### config.mk
export PLATFORM = sky130hd
export DESIGN_NAME = ocra1_sched_flat
export DESIGN_NICKNAME = d
export VERILOG_FILES = /design/src/rtl/ocra1_sched_pkg.sv /design/src/rtl/ocra1_sched_if.sv /design/src/rtl/ocra1_sched_rr_arb4.sv /design/src/rtl/ocra1_sched.sv /design/src/flat_wrapper.sv
export SDC_FILE = /design/constraint.sdc
export NUM_CORES = 1
export LEC_CHECK = 0
export ABC_AREA = 1
export BUFFER_PORTS_ARGS = -buffer_cell sky130_fd_sc_hd__clkbuf_2
export CORE_UTILIZATION = 35
export DETAILED_ROUTE_END_ITERATION = 6
export PLACE_DENSITY = 0.51
export RECOVER_POWER = 100
export SETUP_SLACK_MARGIN = 0.2
export SLEW_MARGIN = 15
export SYNTH_ARGS = -nofsm -noshare
export SYNTH_HDL_FRONTEND = slang
export SYNTH_SLANG_ARGS = --single-unit
### constraint.sdc
create_clock -name clk -period 3.1 [get_ports clk]
set_input_delay 0.155 -clock clk [delete_from_list [all_inputs] [get_ports clk]]
set_output_delay 0.155 -clock clk [all_outputs]
set_load 0.05 [all_outputs]
### src/rtl/ocra1_sched_pkg.sv
// Shared types for the OCRA1 scheduler: channel ids, serialiser word layout, FSM states.
// Pure declarations and helpers; no timing or backpressure of its own.
package ocra1_pkg;

    localparam int NCH       = 4;
    localparam int PAYLOAD_W = 24;
    localparam int CH_LSB    = 25;
    localparam int BCAST_BIT = 24;
    localparam int HOLDOFF   = 3;
    localparam int CNT_W     = (HOLDOFF > 1) ? $clog2(HOLDOFF) : 1;

    typedef enum logic [1:0] {
        CH_X  = 2'd0,
        CH_Y  = 2'd1,
        CH_Z  = 2'd2,
        CH_Z2 = 2'd3
    } ch_e;

    typedef enum logic [1:0] {
        ST_STAGE = 2'd0,
        ST_BCAST = 2'd1,
        ST_HOLD  = 2'd2
    } state_e;

    typedef logic [PAYLOAD_W-1:0] payload_t;

    // Bit layout matches CH_LSB / BCAST_BIT above.
    typedef struct packed {
        logic [4:0] rsvd;
        logic [1:0] ch;
        logic       bcast;
        payload_t   payload;
    } word_t;

    function automatic word_t make_word(input logic [1:0] ch, input logic bcast, input payload_t pl);
        word_t w;
        w         = '0;
        w.ch      = ch;
        w.bcast   = bcast;
        w.payload = pl;
        return w;
    endfunction

endpackage

### src/rtl/ocra1_sched_if.sv
// Per-channel request bundle from the gradient readout into the scheduler.
// Valid/ready per channel; ready is high while that channel's holding register is empty.
interface ocra1_sched_if;
    import ocra1_pkg::*;

    logic [NCH-1:0]           req_valid;
    logic [NCH*PAYLOAD_W-1:0] req_data;
    logic [NCH-1:0]           req_ready;

    modport master (
        output req_valid,
        output req_data,
        input  req_ready
    );

    modport slave (
        input  req_valid,
        input  req_data,
        output req_ready
    );

endinterface

### src/rtl/ocra1_sched_rr_arb4.sv
// 4-way round-robin arbiter, combinational one-hot grant, pointer moves past the winner.
// Zero-latency grant; every grant is assumed taken by the caller.
module rr_arb4 (
    input  logic       clk,
    input  logic       rst,
    input  logic [3:0] req,
    output logic [3:0] gnt,
    output logic [1:0] gnt_idx
);

    logic [1:0] ptr;
    logic [1:0] idx;
    logic       found;

    always_comb begin
        gnt_idx = ptr;
        found   = 1'b0;
        idx     = ptr;
        for (int i = 0; i < 4; i++) begin
            idx = ptr + 2'(i);
            if (!found && req[idx]) begin
                found   = 1'b1;
                gnt_idx = idx;
            end
        end
        gnt = found ? (4'b0001 << gnt_idx) : 4'b0000;
    end

    always_ff @(posedge clk) begin
        if (rst) begin
            ptr <= 2'd0;
        end else if (found) begin
            ptr <= gnt_idx + 2'd1;
        end
    end

endmodule

### src/rtl/ocra1_sched.sv
// Stages per-channel DAC words into the OCRA1 shadow registers, then issues the launch broadcast.
// Words appear 2 cycles after acceptance; a channel stays not-ready while its holding register is full.
module ocra1_sched
    import ocra1_pkg::*;
(
    input  logic               clk,
    input  logic               rst,
    ocra1_sched_if.slave       req,
    input  logic               commit_i,
    input  logic [NCH-1:0]     auto_mask_i,
    input  logic               busy_i,
    input  logic               data_lost_i,
    output logic [31:0]        data_o,
    output logic               valid_o,
    output logic [NCH-1:0]     staged_o,
    output logic               commit_pending_o,
    output logic               err_o
);

    payload_t          hold [NCH];
    payload_t          last [NCH];
    logic [NCH-1:0]    full;
    logic [NCH-1:0]    staged;
    logic              pend;
    logic              err;
    state_e            state;
    logic [CNT_W-1:0]  cnt;

    logic [NCH-1:0]    accept;
    logic [NCH-1:0]    elig;
    logic [NCH-1:0]    gnt;
    logic [1:0]        gnt_idx;
    logic              gnt_any;
    logic              auto_hit;
    logic              bcast_go;

    assign req.req_ready = ~full;
    assign accept        = req.req_valid & ~full;

    // Staging only happens in STAGE, and a staged channel waits for the next broadcast.
    assign elig     = (state == ST_STAGE) ? (full & ~staged) : '0;
    assign gnt_any  = |gnt;
    assign auto_hit = (auto_mask_i != '0) && ((staged & auto_mask_i) == auto_mask_i);
    assign bcast_go = (state == ST_BCAST) && !busy_i;

    rr_arb4 u_arb (
        .clk     (clk),
        .rst     (rst),
        .req     (elig),
        .gnt     (gnt),
        .gnt_idx (gnt_idx)
    );

    always_ff @(posedge clk) begin
        if (rst) begin
            for (int n = 0; n < NCH; n++) begin
                hold[n] <= '0;
                last[n] <= '0;
            end
            full    <= '0;
            staged  <= '0;
            pend    <= 1'b0;
            err     <= 1'b0;
            state   <= ST_STAGE;
            cnt     <= '0;
            data_o  <= '0;
            valid_o <= 1'b0;
        end else begin
            valid_o <= 1'b0;

            for (int n = 0; n < NCH; n++) begin
                if (accept[n]) begin
                    hold[n] <= req.req_data[n*PAYLOAD_W +: PAYLOAD_W];
                end
            end
            // accept and gnt never hit the same channel: ready needs !full, grant needs full.
            full <= (full | accept) & ~gnt;

            if (gnt_any) begin
                data_o        <= make_word(gnt_idx, 1'b0, hold[gnt_idx]);
                valid_o       <= 1'b1;
                last[gnt_idx] <= hold[gnt_idx];
                staged        <= staged | gnt;
            end

            if ((commit_i && pend) || data_lost_i) begin
                err <= 1'b1;
            end

            if (bcast_go) begin
                pend <= 1'b0;
            end else if (commit_i || ((state == ST_STAGE) && auto_hit)) begin
                pend <= 1'b1;
            end

            case (state)
                ST_STAGE: begin
                    if (pend && !gnt_any) begin
                        state <= ST_BCAST;
                    end
                end
                ST_BCAST: begin
                    if (!busy_i) begin
                        // Rewriting x with its own last value is what launches all four channels.
                        data_o  <= make_word(CH_X, 1'b1, last[0]);
                        valid_o <= 1'b1;
                        staged  <= '0;
                        cnt     <= CNT_W'(HOLDOFF - 1);
                        state   <= ST_HOLD;
                    end
                end
                ST_HOLD: begin
                    if (cnt == '0) begin
                        state <= ST_STAGE;
                    end else begin
                        cnt <= cnt - 1'b1;
                    end
                end
                default: state <= ST_STAGE;
            endcase
        end
    end

    assign staged_o         = staged;
    assign commit_pending_o = pend;
    assign err_o            = err;

endmodule

### src/flat_wrapper.sv
// flat-port wrapper written by rule: the top's interface ports become plain ports
module ocra1_sched_flat import ocra1_pkg::*;
  (clk, rst, commit_i, auto_mask_i, busy_i, data_lost_i, data_o, valid_o, staged_o, commit_pending_o, err_o, req_req_valid, req_req_data, req_req_ready);
  ocra1_sched_if req_i ();
  input  logic clk;
  input  logic rst;
  input  logic commit_i;
  input  logic [NCH-1:0] auto_mask_i;
  input  logic busy_i;
  input  logic data_lost_i;
  output logic [31:0] data_o;
  output logic valid_o;
  output logic [NCH-1:0] staged_o;
  output logic commit_pending_o;
  output logic err_o;
  input wire logic [$bits(req_i.req_valid)-1:0] req_req_valid;
  input wire logic [$bits(req_i.req_data)-1:0] req_req_data;
  output wire logic [$bits(req_i.req_ready)-1:0] req_req_ready;
  assign req_i.req_valid = req_req_valid;
  assign req_i.req_data = req_req_data;
  assign req_req_ready = req_i.req_ready;
  ocra1_sched u_core (.clk(clk), .rst(rst), .req(req_i), .commit_i(commit_i), .auto_mask_i(auto_mask_i), .busy_i(busy_i), .data_lost_i(data_lost_i), .data_o(data_o), .valid_o(valid_o), .staged_o(staged_o), .commit_pending_o(commit_pending_o), .err_o(err_o));
endmodule
==> impl_metrics.yaml <==
critical_path:
  cp_common_cell: "nand2_4"
  cp-end-kind: "register"
  worstPathMaxFanout: 15
  ff2ff_setup_slack_ps: 320
  cpMaxStageDelayCell: "dfxtp_1"
  slowest_delay_ps: 460
  start_kind: "register"
  worstPathArrival_ps: 2900
  reg2reg_from: "u_core.u_arb.ptr[0]"
  required_ps: 3220
  crit_chain: "inv_1, nand3_1, nand3_1, nand2_1, and2_0, nand3_2, nand2_4, nand2_4, nor2_4, nand2_4, nand2_1, buf_4"
  worst-path-stages: 12
  cp_num_buf_inv: 2
  critical_path_class: "register to register"
  cp_top_family: "simple AND/OR/NAND/NOR gates"
  r2r_cells: 12
  r2r_end: "u_core.last[0][22]"
logic_synthesis:
  syn_nets: 1066
  syn_inst: 956
  synth.area.top_cells: "edfxtp_1, nand2_1, dfxtp_1, nand3_1, inv_1"
  async_flop_share_pct: 0
  ys_seq_area_share_pct: 56.8
  synthFlopType: "edfxtp_1"
  synth.most_common_cell: "nand2_1"
  synth_enable_flop_cells: 120
  synth_area_per_cell_um2: 8.44
  synth_area_um2: 8070
  ys_ff_latch: 169
  synth_top_area_share_pct: 44.7
  synth_cell_type_count: 30
  synth_area_leader_cell: "edfxtp_1"
  yosys-top-cells-count: "nand2_1, inv_1, nor2_1, edfxtp_1, nand3_1"
  ys_warn_count: 0
drt:
  firstDrtPassIters: 5
  dr_wl_met3_mm: 1.05
  ant_nets: 0
  wire_per_inst_um: 15.3
  vias: 6529
  vias_per_cell: 4.65
  drt-met1-wl_mm: 10.0
  finalWirelength_mm: 21.5
  drt_iter0_markers: 398
  maxUsedRoutingLayer: "met4"
  drc_errors: 0
  dr_wl_met2_mm: 10.2
cells_and_area:
  layout-drive-gt1-share_pct: 15.5
  finalNetCount: 1218
  fin_area_um2: 9610
  diodes: 0
  area_growth_pct: 19.1
  fillerInstances: 2350
outcome:
  outcome: "finished, violations left"
  violations: "max-capacitance violations, max-slew violations"
global_routing:
  grt_pass1_vias: 6035
  antenna_found_initial: 0
  grt_start_max_net_pins: 42
  grtUsageTotal_pct: 18.4
  grt_pass1_wl_mm: 32.7
  overflow: 0
timing:
  whs_ps: 18.3
  slew_headroom_pct: -10.0
  period_needed_ps: 2780
  finalSetupViolCount: 0
  worst_pin_slew_ps: 1650
  finalHoldViolCount: 0
  drv_slew: 74
  tns_ps: 0
  period_share_pct: 89.7
  rsz0062_at_grt: "false"
  finClkSkew_ps: 12.0
  fmax_mhz: 359
die:
  fp.dieH_um: 154
  rows: 55
  die_x_um: 154
  ios: 152
  fp.coreArea_um2: 22600
  design.die.area_um2: 23700
  start_util_pct: 35.6
min_path:
  worstHoldStart: "req_req_data[4]"
  hp-class: "input port to register"
  holdPathStages: 3
  hold_end: "u_core.hold[0][4]"
placement:
  dpl_cell_area_um2: 9110
  hpwl_mm: 14.9
  portBuffers: 151
  gp_congestion: 0.797
clock_tree:
  cts_buffers: 17
  numClockSinks: 169
  clock_path_buffers: 2
  root_buffer: "clkbuf_16"
  post-cts-setup-buffers: 0
  clock_latency_ps: 430
  cts_tree: "done"
  htree_num_levels: 4
  cts.clk_slew.worst_paths_ps: 70
power_and_ir_drop:
  p_leak_nw: 4.64
  irDropWorstVdd_v: 0.000762
  power_density_nw_per_um2: 1170
flow_run:
  cap_violations: 3
==> how the worst max path moves through the flow <==
| stage | slack [ps] | end | start |
|---|---|---|---|
| after global routing | 120 | u_core.last[0][0] | u_core.u_arb.ptr[0] |
| after floorplan | 330 | u_core.last[0][0] | u_core.staged_o[0] |
| after detailed placement | 440 | u_core.last[0][17] | u_core.u_arb.ptr[0] |
| after global placement | 490 | u_core.data_o[18] | u_core.u_arb.ptr[0] |
| after CTS | 390 | u_core.data_o[18] | u_core.u_arb.ptr[0] |
| final | 320 | u_core.last[0][22] | u_core.u_arb.ptr[0] |
==> cell usage in the layout, fill, tap and decap left out, types with 2 or more instances in the layout <==
cell,count
nand2_4,5
clkinv_1,5
clkbuf_16,17
buf_12,2
clkinv_4,3
a21oi_2,8
inv_2,2
o21ai_0,5
nor2_4,2
a21oi_1,44
bufinv_16,3
clkbuf_1,54
nand2_2,6
nor2_1,131
o211ai_1,4
clkinv_2,2
inv_1,140
nand2_1,269
buf_4,9
clkbuf_2,107
dfxtp_1,49
a31oi_1,2
edfxtp_1,120
nand3_1,113
dlygate4sd3_1,6
==> per-layer routing <==
layer,GRT usage (%),vias to the layer above
li1,-,3322
met1,25.2,2999
met5,0,-
met4,4.29,0
met3,3.47,12
met2,29.9,196
==> flip-flops by register name, indices dropped and copies added (netlist names) <==
| signal | count |
|---|---|
| u_core.hold | 96 |
| u_core.data_o | 32 |
| u_core.last | 24 |
| u_core.full | 4 |
| u_core.staged_o | 4 |
| u_core.cnt | 2 |
| u_core.state | 2 |
| u_core.u_arb.ptr | 2 |
| u_core.commit_pending_o | 1 |
| u_core.err_o | 1 |
| u_core.valid_o | 1 |
==> metrics by stage <==
step,std cells,setup WS (ps),total power [mW],util [%]
after floorplan,956,331,7.90,-
after global placement,1368,488,9.36,40.2
after detailed placement,1368,445,9.37,40.2
after CTS,1405,387,11.5,43.1
after global routing,1405,116,12.1,42.5
final,1405,318,11.3,42.5
==> kinds of logic after synthesis <==
kind of cell	count (synthesis)	synth area share (%)
and+or+nand+nor	531	27.7
buffers and inverters	189	9.84
DFF	169	56.8
AOI/OAI and AO/OA	64	5.10
xor gates and xnor gates	2	0.403
adders and majority gates	1	0.155
==> timing repair <==
action / CTS / global route
setup endpoints to repair: 0 / 7
hold endpoints to repair: 6 / 0
hold buffers: 6 / 0
gates resized for setup: 0 / 2
==> power by group <==
part | internal [mW] | leakage, nW | switching, mW
Clock | 1.26 | 0.280 | 0.872
Sequential | 3.11 | 1.69 | 0.228
Combinational | 1.49 | 2.66 | 4.32
Total | 5.86 | 4.64 | 5.42
==> cell type report <==
class                      instances  area (um2)  share of cell area (%)
sequential                       169        4580                    47.7
multi-input combinational        598        2640                    27.4
clock inverter                    13         153                    1.59
timing repair buffer             178         913                    9.50
inverter                         144         542                    5.64
tap                              285         357                    3.71
clock buffer                      18         429                    4.46
==> worst min-delay path: cells and delay by family <==
kind          cells  cell delay (ps)
simple gates      1               80
buf+inv           2              100
Note: power is estimated with default switching activity, not from simulation.
